## config.mk

```make
export PLATFORM = sky130hd
export DESIGN_NAME = mlp_neuron_acc
export DESIGN_NICKNAME = d
export VERILOG_FILES = /design/src/rtl/mlp_neuron_acc.sv
export SDC_FILE = /design/constraint.sdc
export NUM_CORES = 1
export LEC_CHECK = 0
export BUFFER_PORTS_ARGS = -buffer_cell sky130_fd_sc_hd__buf_2
export CAP_MARGIN = 20
export CORE_AREA = 2 2 115 117
export DETAILED_ROUTE_END_ITERATION = 6
export DIE_AREA = 0 0 117 119
export GPL_TIMING_DRIVEN = 0
export PLACE_DENSITY = 0.89
export RECOVER_POWER = 50
export SLEW_MARGIN = 20
export SYNTH_ARGS = -nofsm -noshare
export SYNTH_HDL_FRONTEND = slang
export SYNTH_SLANG_ARGS = --single-unit
```

## constraint.sdc

```tcl
create_clock -name clk -period 7.3 [get_ports clk]
set_input_delay 1.095 -clock clk [delete_from_list [all_inputs] [get_ports clk]]
set_output_delay 1.095 -clock clk [all_outputs]
set_load 0.1 [all_outputs]
```

## src/rtl/mlp_neuron_acc.sv

```systemverilog
// Neuron accumulator: sums N_INPUTS signed products plus a bias, then rounds,
// rescales, applies optional ReLU and saturates to the activation format.
module mlp_neuron_acc #(
    parameter int PROD_WIDTH = 36,
    parameter int ACC_WIDTH  = 48,
    parameter int OUT_WIDTH  = 18,
    parameter int FRAC_BITS  = 10,
    parameter int N_INPUTS   = 16,
    parameter int RELU_EN    = 1
) (
    input  logic                  clk,
    input  logic                  reset,
    input  logic                  prod_valid,
    output logic                  prod_ready,
    input  logic [PROD_WIDTH-1:0] prod_data,
    input  logic [OUT_WIDTH-1:0]  bias,
    input  logic                  abort,
    output logic                  out_valid,
    input  logic                  out_ready,
    output logic [OUT_WIDTH-1:0]  out_data,
    output logic                  out_sat
);

    localparam int CNT_W = (N_INPUTS > 1) ? $clog2(N_INPUTS + 1) : 1;
    localparam logic [CNT_W-1:0] LAST_CNT = CNT_W'(N_INPUTS - 1);

    localparam logic signed [ACC_WIDTH:0] ROUND_HALF =
        {{ACC_WIDTH{1'b0}}, 1'b1} << (FRAC_BITS - 1);
    localparam logic signed [OUT_WIDTH-1:0] OUT_MAX = {1'b0, {(OUT_WIDTH-1){1'b1}}};
    localparam logic signed [OUT_WIDTH-1:0] OUT_MIN = {1'b1, {(OUT_WIDTH-1){1'b0}}};
    localparam logic signed [ACC_WIDTH:0] OUT_MAX_WIDE =
        {{(ACC_WIDTH-OUT_WIDTH+1){1'b0}}, OUT_MAX};
    localparam logic signed [ACC_WIDTH:0] OUT_MIN_WIDE =
        {{(ACC_WIDTH-OUT_WIDTH+1){1'b1}}, OUT_MIN};

    typedef enum logic [1:0] {
        ST_IDLE,
        ST_ACCUM,
        ST_FINISH,
        ST_OUTPUT
    } state_t;

    state_t                        state_q, state_d;
    logic signed [ACC_WIDTH-1:0]   acc_q, acc_d;
    logic [CNT_W-1:0]              count_q, count_d;
    logic                          out_valid_q, out_valid_d;
    logic [OUT_WIDTH-1:0]          out_data_q, out_data_d;
    logic                          out_sat_q, out_sat_d;

    logic                          beat_accept;
    logic signed [ACC_WIDTH-1:0]   prod_ext;
    logic signed [ACC_WIDTH-1:0]   bias_ext;
    logic signed [ACC_WIDTH:0]     acc_wide;
    logic signed [ACC_WIDTH:0]     rnd_sum;
    logic signed [ACC_WIDTH:0]     rnd_shift;
    logic signed [ACC_WIDTH:0]     act_val;
    logic [OUT_WIDTH-1:0]          res_data;
    logic                          res_sat;

    assign prod_ready  = (state_q == ST_IDLE) || (state_q == ST_ACCUM);
    assign beat_accept = prod_valid && prod_ready;

    assign prod_ext = {{(ACC_WIDTH-PROD_WIDTH){prod_data[PROD_WIDTH-1]}}, prod_data};
    assign bias_ext = {{(ACC_WIDTH-OUT_WIDTH){bias[OUT_WIDTH-1]}}, bias} << FRAC_BITS;

    // One extra bit of headroom so the rounding offset cannot wrap the sum.
    always_comb begin
        acc_wide  = {acc_q[ACC_WIDTH-1], acc_q};
        rnd_sum   = acc_wide + ROUND_HALF;
        rnd_shift = rnd_sum >>> FRAC_BITS;
        act_val   = rnd_shift;
        if ((RELU_EN != 0) && rnd_shift[ACC_WIDTH]) begin
            act_val = '0;
        end
        res_data = act_val[OUT_WIDTH-1:0];
        res_sat  = 1'b0;
        if (act_val > OUT_MAX_WIDE) begin
            res_data = OUT_MAX;
            res_sat  = 1'b1;
        end else if (act_val < OUT_MIN_WIDE) begin
            res_data = OUT_MIN;
            res_sat  = 1'b1;
        end
    end

    always_comb begin
        state_d     = state_q;
        acc_d       = acc_q;
        count_d     = count_q;
        out_valid_d = out_valid_q;
        out_data_d  = out_data_q;
        out_sat_d   = out_sat_q;
        if (abort) begin
            state_d     = ST_IDLE;
            acc_d       = '0;
            count_d     = '0;
            out_valid_d = 1'b0;
        end else begin
            case (state_q)
                ST_IDLE: begin
                    if (beat_accept) begin
                        acc_d   = bias_ext + prod_ext;
                        count_d = CNT_W'(1);
                        state_d = (N_INPUTS == 1) ? ST_FINISH : ST_ACCUM;
                    end
                end
                ST_ACCUM: begin
                    if (beat_accept) begin
                        acc_d   = acc_q + prod_ext;
                        count_d = count_q + CNT_W'(1);
                        if (count_q == LAST_CNT) begin
                            state_d = ST_FINISH;
                        end
                    end
                end
                ST_FINISH: begin
                    out_valid_d = 1'b1;
                    out_data_d  = res_data;
                    out_sat_d   = res_sat;
                    state_d     = ST_OUTPUT;
                end
                ST_OUTPUT: begin
                    if (out_ready) begin
                        out_valid_d = 1'b0;
                        acc_d       = '0;
                        count_d     = '0;
                        state_d     = ST_IDLE;
                    end
                end
                default: begin
                    state_d = ST_IDLE;
                end
            endcase
        end
    end

    always_ff @(posedge clk or posedge reset) begin
        if (reset) begin
            state_q     <= ST_IDLE;
            acc_q       <= '0;
            count_q     <= '0;
            out_valid_q <= 1'b0;
            out_data_q  <= '0;
            out_sat_q   <= 1'b0;
        end else begin
            state_q     <= state_d;
            acc_q       <= acc_d;
            count_q     <= count_d;
            out_valid_q <= out_valid_d;
            out_data_q  <= out_data_d;
            out_sat_q   <= out_sat_d;
        end
    end

    assign out_valid = out_valid_q;
    assign out_data  = out_data_q;
    assign out_sat   = out_sat_q;

endmodule

```

==> impl_metrics.json <==
{
  "globalplace.congestion": 0.975,
  "synth-edff-count": 0,
  "route.antenna.remaining_nets": 0,
  "post_synth_instance_area_sq_um": 8100,
  "viasPerCell": 6.49,
  "count_of_buffers_inserted_at_the_top_level_ports": 79,
  "path_class": "input port to register",
  "crit_arrival_ps": 4550,
  "grt_first_pass_wirelength_um": 38600,
  "multi_input_area_sq_um": 5920,
  "die-width_um": 117,
  "setup_total_negative_slack_ps": 0,
  "setup.worst_path.start_class": "input port",
  "mappedNetlistNets": 1184,
  "cpMaxStageDelayCell": "a221oi_1",
  "pwr_density_cell_nw_per_um2": 431,
  "core.rowCount": 42,
  "cts_buffers": 9,
  "remaining_drc_errors": 1,
  "maximum_number_of_pins_on_one_net_before_global_route_repair": 45,
  "worst_path_dominant_cell_family": "compound AO/OA/AOI/OAI gates",
  "globalRouteTotalUtil_pct": 35.1,
  "initial_utilization_pct": 62.9,
  "first_global_vias": 7766,
  "static-leakage-power_nw": 3.98,
  "area_delta_synth_final_pct": 11.3,
  "regArea_sq_um": 1880,
  "share_clk_of_total_power_pct": 12.0,
  "finalMaxSlewViolations": 78,
  "ys_dominant_reg_cell": "dfrtp_1",
  "clk_pin_slew_ps": 60,
  "synth_top_area_share_pct": 23.2,
  "count_of_cell_types_in_the_netlist": 66,
  "post_route_clock_period_utilization_pct": 59.5,
  "setup_viol": 0,
  "fin_ws_ps": 2950,
  "tritoncts": "yes",
  "final_cell_mix": "134 x a21oi_1, 104 x nand2_1, 88 x o21ai_0",
  "total_number_of_nets_in_the_final_design": 1275,
  "run_status": "finished with violations",
  "place_worst_setup_slack_ps": 2700,
  "worst_path_largest_cell_delay_ps": 850,
  "cts_resized": 0,
  "required_ps": 7500,
  "worst_slew_margin_rel_pct": -28.9,
  "failed_checks": "DRC, capacitance limit, slew limit",
  "grt_setup_unrepaired": "false",
  "num_antenna_cells": 0,
  "final_core_utilization_pct": 70.1,
  "p_int_mw": 1.73,
  "post-layout-total-power_mw": 3.89,
  "final_common_cell": "a21oi_1",
  "synthCells": 1043,
  "number_of_design_rule_violations_left_by_the_first_detailed_router_iteration": 778,
  "crit_buf_inv": 2,
  "yosysTopAreaCell": "dfrtp_1",
  "synth-compound-area-share_pct": 29.6,
  "path_max_fanout": 6,
  "final_std_cells_w_o_fill": 1315,
  "insertion_delay_ps": 360,
  "share_of_synthesized_area_spent_on_multiplexers_pct": 1.03,
  "dp.cells": 1299,
  "max_freq_mhz": 230,
  "post_route_cells_drive_above_1_share_pct": 10.4,
  "area_fraction_in_and_or_nand_and_nor_cells_after_synthesis_pct": 20.5,
  "combinational_family_with_the_most_area_after_synthesis": "compound AO/OA/AOI/OAI gates",
  "seq_area_frac_synth_pct": 23.2,
  "cts.path.max_buffers": 2,
  "final_period_minus_worst_setup_slack_ps": 4350,
  "maxCapViolations": 2,
  "cts.sinks": 75,
  "syn_area_per_cell_sq_um": 7.77,
  "sequential_fraction_of_design_power_pct": 21.8,
  "boundaryPins": 80,
  "synth_warnings": 0,
  "synth_seq_cells": 75,
  "routed_len_inst_um": 18.3,
  "power.share.switching_pct": 55.6,
  "filler_cell_count": 1033,
  "finalWirelength_um": 24100,
  "synthTopCellsByArea": "dfrtp_1 23%, ha_1 12%, a21oi_1 8.3%",
  "grt-ovfl-total": 0,
  "first_pass_iters": 7,
  "worst_slew_pin_slew_ps": 1920,
  "initial_antenna_violation_count": 0,
  "endpoint_kind": "register",
  "hold_path_class": "register to register",
  "clockRootBuffer": "clkbuf_16",
  "post_cts.repair.setup_buffers": 0,
  "num_vias": 8537,
  "floorplan.core_area_sq_um": 12900,
  "ir_worst_vdd_mv": 0.335,
  "synth_fa_ha_area_share_pct": 12.8,
  "power.net_switching_mw": 2.16,
  "clock_tree.htree_level_count": 3,
  "dieArea_sq_um": 13900,
  "postSynth.asyncResetShare_pct": 100,
  "worst_clock_skew_ps": 10.4,
  "die_h_um": 119,
  "hpwlAfterDp_um": 18500,
  "cts_hold_buf": 0,
  "combinational_share_of_power_pct": 66.1,
  "crit_path_cell_trace": "buf_2 -> ha_1 -> inv_1 -> fa_1 -> nor2b_1 -> o31a_1 -> a22o_1 -> a22oi_1 -> o21a_1 -> o21ai_0 -> a221oi_1 -> mux2i_1 -> o211ai_1",
  "final-hold-violation-count": 0,
  "xor_and_xnor_fraction_of_the_mapped_netlist_area_pct": 8.97
}
power by group through the flow:
stage	clock network, mW	registers [mW]	logic, mW
2_1_floorplan	0	1.13	1.64
3_3_place_gp	0	0.831	2.45
3_5_place_dp	0	0.842	2.50
4_1_cts	0.468	0.835	2.53
5_1_grt	0.485	0.868	2.80
6_report	0.468	0.848	2.57
synthesized netlist by cell type, types with 7 or more instances:
master and number:
a21oi_1 134, nand2_1 104, o21ai_0 88, ha_1 80, dfrtp_1 75, nor2_1 71
xnor2_1 51, clkbuf_1 42, nand3_1 39, xor2_1 32, inv_1 30, a21o_1 26
a22oi_1 21, nand4_1 17, nor2b_1 17, and3_1 14, nand2b_1 12, nor3_1 12
o21bai_1 12, a21oi_2 11, a221o_1 10, a31oi_1 9, a221oi_1 8, nor4_1 8
o21a_1 7
through the flow:
stage          cell area (sq um)  hold slack (ps)
6_report                    9020              484
2_1_floorplan               8100              449
5_1_grt                     9020              505
3_3_place_gp                8720              462
4_1_cts                     9050              485
3_5_place_dp                8750              465
final timing paths:
check,start,endpoint,slack [ps],cells past startpoint
max,prod_data[0],acc_q[34]$_DFFE_PP0P_,2950,13
min,out_data[17]$_DFFE_PP0P_,out_data[17]$_DFFE_PP0P_,480,1
max reg2reg,acc_q[11]$_DFFE_PP0P_,out_data[8]$_DFFE_PP0P_,3420,10
min reg2reg,out_data[17]$_DFFE_PP0P_,out_data[17]$_DFFE_PP0P_,480,1
max in group asynchronous,reset,acc_q[11]$_DFFE_PP0P_,3640,3
min in group asynchronous,reset,acc_q[42]$_DFFE_PP0P_,1220,2
registers in the layout, indices dropped and copies added, names as in the netlist:
name       cells
state_q        2
out_valid      1
out_sat        1
count_q        5
acc_q         48
out_data      18
per-layer routing:
layer	track usage, %	wire, um	vias up	part of all wire [%]
met1	48.8	10300	3998	43
met5	0	0	-	0
met2	54.2	10900	422	45
met4	14.4	816	0	3.4
met3	5.65	2090	68	8.7
li1	-	-	4049	-
layout make-up:
class / count / share of cell area, %
well taps: 176 / 2.44
clock buffers: 10 / 2.54
multi-input cells: 887 / 65.6
flip-flops and latches: 75 / 20.8
clock inverters: 6 / 0.818
repair buffers: 80 / 4.33
inverters: 30 / 1.26
plain buffers: 51 / 2.25
cells by family (layout without fill, tap and decap cells):
logic type,Yosys count,in the layout
adders and majority gates,82,82
DFF,75,75
AOI/OAI and AO/OA,379,379
muxes,8,8
xor gates and xnor gates,83,83
and+or+nand+nor,335,335
buffers and inverters,81,177
(Power assumes the default switching activity.)
